$ cat src/rtl/uart_pkg.sv
// Purpose : shared definitions for the UART receive path: FSM state encoding,
//           legal prescale range and a helper that coerces prescale into it.
// Latency : n/a (package only).
// Backpr. : n/a (package only).
//
// Build option: UART_RX_PARITY_EN adds the PARITY state to the encoding.
// Without it the state is absent, so no logic can reach it.
package uart_pkg;

    // Legal clocks-per-bit range. The value must be even so the mid-bit
    // sample point P/2-1 is exact.
    localparam int unsigned PRESCALE_MIN = 4;
    localparam int unsigned PRESCALE_MAX = 32;

`ifdef UART_RX_PARITY_EN
    typedef enum logic [2:0] {
        ST_IDLE   = 3'd0,
        ST_START  = 3'd1,
        ST_DATA   = 3'd2,
        ST_PARITY = 3'd3,
        ST_STOP   = 3'd4
    } rx_state_t;
`else
    typedef enum logic [2:0] {
        ST_IDLE   = 3'd0,
        ST_START  = 3'd1,
        ST_DATA   = 3'd2,
        ST_STOP   = 3'd4
    } rx_state_t;
`endif

    // Coerce an arbitrary prescale into the legal range: drop the LSB to make
    // it even, then clamp. Legal inputs pass through unchanged; illegal ones
    // still give a well-formed bit period instead of a wedged counter.
    function automatic int unsigned legal_prescale(input int unsigned p);
        int unsigned q;
        q = p & ~32'd1;
        if (q < PRESCALE_MIN) begin
            q = PRESCALE_MIN;
        end else if (q > PRESCALE_MAX) begin
            q = PRESCALE_MAX;
        end
        return q;
    endfunction

endpackage

$ cat src/rtl/uart_edge_bit_counter.sv
// Purpose : bit-timing counters for the UART receiver. edge_cnt runs 0..P-1
//           inside each bit and wraps; bit_cnt counts data bits 0..DATA_SIZE-1.
// Latency : flags are combinational decodes of the registered counters.
// Backpr. : none; the FSM gates counting through i_edge_en / i_bit_en.
//
// Ports
//   clk, rst        : clock, asynchronous active-low reset
//   i_clr           : synchronous clear of both counters (held while idle)
//   i_edge_en       : advance edge_cnt this cycle
//   i_bit_en        : advance bit_cnt when edge_cnt wraps
//   i_prescale      : latched clocks-per-bit P (even, 4..32)
//   o_edge_mid      : edge_cnt == P/2-1, the single sample point of a bit
//   o_edge_last     : edge_cnt == P-1, the last cycle of a bit
//   o_bit_last      : bit_cnt == DATA_SIZE-1
module uart_edge_bit_counter #(
    parameter int DATA_SIZE  = 8,
    parameter int PRESCALE_W = 6
) (
    input  logic                  clk,
    input  logic                  rst,
    input  logic                  i_clr,
    input  logic                  i_edge_en,
    input  logic                  i_bit_en,
    input  logic [PRESCALE_W-1:0] i_prescale,
    output logic                  o_edge_mid,
    output logic                  o_edge_last,
    output logic                  o_bit_last
);

    // A single-bit frame still needs a one-bit counter.
    localparam int BIT_W = (DATA_SIZE > 1) ? $clog2(DATA_SIZE) : 1;

    logic [PRESCALE_W-1:0] r_edge_cnt;
    logic [BIT_W-1:0]      r_bit_cnt;
    logic [PRESCALE_W-1:0] w_mid_val;
    logic [PRESCALE_W-1:0] w_last_val;

    assign w_mid_val   = (i_prescale >> 1) - PRESCALE_W'(1);
    assign w_last_val  = i_prescale - PRESCALE_W'(1);

    assign o_edge_mid  = (r_edge_cnt == w_mid_val);
    assign o_edge_last = (r_edge_cnt == w_last_val);
    assign o_bit_last  = (r_bit_cnt == BIT_W'(DATA_SIZE - 1));

    always_ff @(posedge clk or negedge rst) begin
        if (!rst) begin
            r_edge_cnt <= '0;
            r_bit_cnt  <= '0;
        end else if (i_clr) begin
            r_edge_cnt <= '0;
            r_bit_cnt  <= '0;
        end else begin
            if (i_edge_en) begin
                r_edge_cnt <= o_edge_last ? '0 : r_edge_cnt + PRESCALE_W'(1);
            end
            // bit_cnt moves on the bit boundary so it names the bit that the
            // next mid-point sample belongs to.
            if (i_bit_en && o_edge_last) begin
                r_bit_cnt <= r_bit_cnt + BIT_W'(1);
            end
        end
    end

endmodule

$ cat src/rtl/uart_rx_fsm.sv
// Purpose : UART receive FSM. Detects the start bit, samples each bit once at
//           mid-bit, strobes data bits to a deserializer and flags frame status.
// Latency : deser_en/deser_bit appear the cycle a sample is taken (registered);
//           the status pulse follows the stop-bit sample the same way.
// Backpr. : none; the serial line cannot be stalled, outputs are pulses.
//
// Ports
//   clk, rst    : clock, asynchronous active-low reset
//   rx_in       : synchronized serial line, idle high
//   prescale    : clocks per bit, latched at start detection
//   par_en      : frame carries a parity bit (latched at start detection)
//   par_typ     : 0 = even, 1 = odd parity (latched at start detection)
//   deser_en    : one-cycle shift strobe to the deserializer
//   deser_bit   : sampled data bit, valid with deser_en, LSB first
//   data_valid  : one-cycle pulse, frame received cleanly
//   par_err     : one-cycle pulse, parity mismatch
//   stp_err     : one-cycle pulse, stop bit sampled low
//
// Build option: define UART_RX_PARITY_EN to include the PARITY state and the
// par_en/par_typ handling. Undefined, parity inputs are ignored, par_err is 0
// and the last data bit leads straight to STOP.
module uart_rx_fsm
    import uart_pkg::*;
#(
    parameter int DATA_SIZE  = 8,
    parameter int PRESCALE_W = 6
) (
    input  logic                  clk,
    input  logic                  rst,
    input  logic                  rx_in,
    input  logic [PRESCALE_W-1:0] prescale,
    input  logic                  par_en,
    input  logic                  par_typ,
    output logic                  deser_en,
    output logic                  deser_bit,
    output logic                  data_valid,
    output logic                  par_err,
    output logic                  stp_err
);

    rx_state_t             r_state;
    logic [PRESCALE_W-1:0] r_prescale;
    logic                  r_deser_en;
    logic                  r_deser_bit;
    logic                  r_data_valid;
    logic                  r_stp_err;

`ifdef UART_RX_PARITY_EN
    logic                  r_par_en;
    logic                  r_par_typ;
    logic                  r_par_acc;   // XOR of data bits seen so far
    logic                  r_par_pend;  // parity mismatch waiting for STOP
    logic                  r_par_err;
`else
    // Parity inputs have no function in this build.
    logic                  w_unused_par;
    assign w_unused_par = par_en ^ par_typ;
`endif

    logic                  w_cnt_clr;
    logic                  w_edge_en;
    logic                  w_bit_en;
    logic                  w_edge_mid;
    logic                  w_edge_last;
    logic                  w_bit_last;

    // Counters sit at zero whenever the FSM is idle, so the start-detection
    // cycle begins a bit period with edge_cnt already cleared.
    assign w_cnt_clr = (r_state == ST_IDLE);
    assign w_edge_en = (r_state != ST_IDLE);
    assign w_bit_en  = (r_state == ST_DATA);

    uart_edge_bit_counter #(
        .DATA_SIZE  (DATA_SIZE),
        .PRESCALE_W (PRESCALE_W)
    ) u_cnt (
        .clk         (clk),
        .rst         (rst),
        .i_clr       (w_cnt_clr),
        .i_edge_en   (w_edge_en),
        .i_bit_en    (w_bit_en),
        .i_prescale  (r_prescale),
        .o_edge_mid  (w_edge_mid),
        .o_edge_last (w_edge_last),
        .o_bit_last  (w_bit_last)
    );

    always_ff @(posedge clk or negedge rst) begin
        if (!rst) begin
            r_state      <= ST_IDLE;
            r_prescale   <= PRESCALE_W'(PRESCALE_MIN);
            r_deser_en   <= 1'b0;
            r_deser_bit  <= 1'b0;
            r_data_valid <= 1'b0;
            r_stp_err    <= 1'b0;
`ifdef UART_RX_PARITY_EN
            r_par_en     <= 1'b0;
            r_par_typ    <= 1'b0;
            r_par_acc    <= 1'b0;
            r_par_pend   <= 1'b0;
            r_par_err    <= 1'b0;
`endif
        end else begin
            // All strobes are single-cycle; they are re-armed only below.
            r_deser_en   <= 1'b0;
            r_data_valid <= 1'b0;
            r_stp_err    <= 1'b0;
`ifdef UART_RX_PARITY_EN
            r_par_err    <= 1'b0;
`endif

            case (r_state)
                ST_IDLE: begin
                    if (!rx_in) begin
                        // Frame configuration is frozen here; later changes on
                        // the inputs wait for the next start detection.
                        r_state    <= ST_START;
                        r_prescale <= PRESCALE_W'(legal_prescale(32'(prescale)));
`ifdef UART_RX_PARITY_EN
                        r_par_en   <= par_en;
                        r_par_typ  <= par_typ;
                        r_par_acc  <= 1'b0;
                        r_par_pend <= 1'b0;
`endif
                    end
                end

                ST_START: begin
                    // A high line at mid start bit was noise: drop silently.
                    if (w_edge_mid && rx_in) begin
                        r_state <= ST_IDLE;
                    end else if (w_edge_last) begin
                        r_state <= ST_DATA;
                    end
                end

                ST_DATA: begin
                    if (w_edge_mid) begin
                        r_deser_en  <= 1'b1;
                        r_deser_bit <= rx_in;
`ifdef UART_RX_PARITY_EN
                        r_par_acc   <= r_par_acc ^ rx_in;
`endif
                    end
                    if (w_edge_last && w_bit_last) begin
`ifdef UART_RX_PARITY_EN
                        r_state <= r_par_en ? ST_PARITY : ST_STOP;
`else
                        r_state <= ST_STOP;
`endif
                    end
                end

`ifdef UART_RX_PARITY_EN
                ST_PARITY: begin
                    // Even parity expects the XOR of the data; odd its inverse.
                    // The verdict is only reported once the stop bit is seen.
                    if (w_edge_mid) begin
                        r_par_pend <= rx_in ^ (r_par_acc ^ r_par_typ);
                    end
                    if (w_edge_last) begin
                        r_state <= ST_STOP;
                    end
                end
`endif

                ST_STOP: begin
                    // Leave at the sample rather than the bit end so a start
                    // bit that follows the stop bit directly is not missed.
                    if (w_edge_mid) begin
                        r_state   <= ST_IDLE;
                        r_stp_err <= ~rx_in;
`ifdef UART_RX_PARITY_EN
                        r_par_err    <= r_par_pend;
                        r_data_valid <= rx_in & ~r_par_pend;
`else
                        r_data_valid <= rx_in;
`endif
                    end
                end

                default: begin
                    r_state <= ST_IDLE;
                end
            endcase
        end
    end

    assign deser_en   = r_deser_en;
    assign deser_bit  = r_deser_bit;
    assign data_valid = r_data_valid;
    assign stp_err    = r_stp_err;
`ifdef UART_RX_PARITY_EN
    assign par_err    = r_par_err;
`else
    assign par_err    = 1'b0;
`endif

endmodule
$ cat config.mk
export PLATFORM = sky130hd
export DESIGN_NAME = uart_rx_fsm
export DESIGN_NICKNAME = d
export VERILOG_FILES = /design/src/rtl/uart_pkg.sv /design/src/rtl/uart_edge_bit_counter.sv /design/src/rtl/uart_rx_fsm.sv
export SDC_FILE = /design/constraint.sdc
export NUM_CORES = 1
export LEC_CHECK = 0
export CAP_MARGIN = 10
export CORE_MARGIN = 2
export CORE_UTILIZATION = 58
export CTS_CLUSTER_SIZE = 12
export DETAILED_ROUTE_END_ITERATION = 12
export PLACE_DENSITY = 0.88
export SLEW_MARGIN = 25
export SYNTH_ARGS = -nofsm -noshare
export SYNTH_HDL_FRONTEND = slang
export SYNTH_SLANG_ARGS = --single-unit
$ cat constraint.sdc
create_clock -name clk -period 4.5 [get_ports clk]
set_input_delay 0.45 -clock clk [delete_from_list [all_inputs] [get_ports clk]]
set_output_delay 0.45 -clock clk [all_outputs]
set_load 0.02 [all_outputs]
==> metrics <==
post-DP HPWL 1.90 mm; Worst Setup EP deser_bit; clk root buf clkbuf_4; type of the worst setup path reg2reg; RR Endpoint deser_bit; Least-Margin Pin Slew 683 ps; Post-Layout Cell Count 180; CP Launch Point r_prescale[2]; register area share after synthesis 40.7%; Post-synth ARST share 100%; main combinational cell family by area after synthesis simple AND/OR/NAND/NOR gates; Final min period 2750 ps; Setup violations, final 0; largest net degree at the start of global routing 22; Setup crit end kind register; Initial DRC Count 16; RSZ-0062 raised after global routing false; Worst path slowest cell dfstp_2; Bufs on Longest Clock Path 2; Tot GR Track Use 23.2%; Fill cells 190; Most used DFF post-synth dfrtp_1; crit-path max cell delay 570 ps; CTS tree yes; yosys warns 0; CTS clk-pin slew, worst paths 120 ps; Cell Area, Synth 1290 µm²; run status complete, no violations; setup tns final 0 ps; Post-DRT Antenna Nets 0; fmax 364 MHz; Initial DRT Pass Iterations 4; RD Place Congestion 0.773; net count after synthesis 160; n_diodes 0; Syn Inst Count 145; I/O pins 16; Synth Area in Compound Gates 14.0%; Area contributors post-synth dfrtp_1 (39%), nor2_1 (5.2%), nand2_1 (4.9%), xor2_1 (4.1%), ha_1 (3.9%); DR WL/cell 14.2 µm; Critical Path RT 4700 ps; layout cell share with drive strength beyond 1 5.92%; port bufs 11; nets@finish 168; r2r startpoint r_prescale[2]; critical path depth 8; number of cells after detailed placement 176; Tcrit/Tclk final 61.1%; crit-path cells inv_1, ha_1, xor2_1, o2111ai_1, or3_1, a2111o_1, nor3_4, mux2_1; xor/xnor share of the synthesized area 9.18%; GR Overflow Total 0; Vias per Instance 6.03; Synth top area share 38.6%; CTS Hold Bufs 0; # clock sinks 21; hold crit path type in2async; Hold Fails Final Rpt 0; num rows 17; maxcap violations 0; worst path arrival time 2950 ps; Seq cells post-synth 21; first-pass GRT wire length 4.49 mm; TritonCTS Buffers 3; CP Max Fanout 7; count of pins over their slew limit 0; drt drc 0; H-tree depth 1; total routed wirelength 2.55 mm; Die Ht 51.3 µm; Max-slew headroom 54.3%; adder-cell share of the synthesized area 3.86%; chip width 51.3 µm; Worst R2R Setup Slack 1750 ps; delay-heaviest family, CP compound AO/OA/AOI/OAI gates; Core Region 2170 µm²; Fin Clk Skew 6.47 ps; number of flops mapped to enable cells by yosys 0; Clk Latency, worst-skew pair 300 ps; Die Area 2630 µm²; Initial Utilization 59.7%; Max rail drop VDD 0.291 mV; post-synthesis cell type count 42; post-synthesis simple-gate area fraction 25.9%; post-cts sizing count 0; syn avg cell area 8.93 µm²; post-CTS setup buffer count 0; Power Dens Cells 556 nW/µm²; Worst setup SP type register; area leader, netlist dfrtp_1; Layout area overhead 9.95%; vias in the first global route 1063; initial antenna violation count 0; fin util 65.6%; CP bufs+invs 1; leakage 0.608 nW; Vias 1085; mux cell area share after synthesis 1.74%; R2R cell count 8
## layout make-up
class | count | area [µm²] | area share (%)
clock buffers | 4 | 26.3 | 1.85
repair buffers | 11 | 105 | 7.38
well taps | 28 | 35.0 | 2.46
flip-flops and latches | 21 | 527 | 37.0
inverters | 5 | 18.8 | 1.32
multi-input cells | 111 | 712 | 50.0
## Yosys cell counts, types with 2 or more instances
| cell | number |
|---|---|
| nand2b_1 | 6 |
| nand2_1 | 17 |
| nand4b_1 | 2 |
| a21oi_1 | 5 |
| o21ai_0 | 7 |
| o211ai_1 | 3 |
| nand4_1 | 4 |
| dfrtp_1 | 20 |
| nor2b_1 | 4 |
| nor3_1 | 2 |
| inv_1 | 5 |
| mux2_1 | 2 |
| nand3_1 | 3 |
| ha_1 | 4 |
| xor2_1 | 6 |
| or3_1 | 2 |
| clkbuf_1 | 4 |
| xnor2_1 | 5 |
| nor4_1 | 2 |
| buf_2 | 3 |
| nor2_1 | 18 |
## cell families (layout without fill, tap and decap cells)
kind of cell             count (synthesis)  count (layout)
AO/OA/AOI/OAI                           27              27
XOR/XNOR                                12              12
adder cells (fa/ha/maj)                  4               4
buffers and inverters                   13              20
flip-flops                              21              21
multiplexers                             2               2
other                                    1               1
AND/OR/NAND/NOR                         65              65
## registers in the layout (all words and copies together) (netlist names)
register / count
stp_err: 1
data_valid: 1
deser_bit: 1
u_cnt.r_edge_cnt: 6
deser_en: 1
r_state: 3
r_prescale: 5
u_cnt.r_bit_cnt: 3
## stage by stage
stage	power, W	instance area [µm²]	hold WS [ps]	setup slack [ps]
after floorplan	0.000632	1290	154	1930
after global placement	0.000677	1400	471	1820
after detailed placement	0.000703	1400	492	1750
after CTS	0.000794	1430	509	1740
after global routing	0.000865	1420	98.7	1640
final	0.000792	1420	78.2	1750
## routing by layer
metal	share of wire (%)	track usage, %	up-vias
li1	-	-	520
met1	44	27.0	526
met2	51	40.5	26
met3	2.7	3.80	13
met4	2.7	12.7	0
met5	0	0	-
## worst min path at each step
stage                   from  slack [ps]             to  depth (start not counted)
6_report                 rst          80  r_prescale[3]                          1
5_1_grt                  rst         100  r_prescale[3]                          1
4_1_cts        r_prescale[2]         510  r_prescale[2]                          2
3_5_place_dp   r_prescale[2]         490  r_prescale[2]                          2
3_3_place_gp       deser_bit         470      deser_bit                          1
2_1_floorplan            rst         150     data_valid                          0
## power by group
part	internal (W)	switching, W
registers	0.000239	0.0000997
logic	0.000183	0.000179
clock network	0.0000346	0.0000560
## cell usage in the layout, fill, tap and decap left out, types with 2 or more instances in the layout
cell type / instances
a21oi_1: 5
o21ai_0: 7
nand3_1: 3
xor2_1: 6
ha_1: 4
mux2_1: 2
dfrtp_1: 20
nand4_1: 4
clkbuf_4: 3
inv_1: 5
nand2_1: 17
clkdlybuf4s50_1: 10
nor2b_1: 4
nand2b_1: 6
nor2_1: 18
or3_1: 2
nand4b_1: 2
nor4_1: 2
nor3_1: 2
xnor2_1: 5
o211ai_1: 3
## worst reg2reg max path, cell delays in order, from the launching register on
cell and delay [ps]:
dfstp_2 570, inv_1 40, ha_1 310, xor2_1 160, o2111ai_1 120, or3_1 370
a2111o_1 500, nor3_4 230, mux2_1 350
No activity file was read; power rests on OpenSTA's default activity.
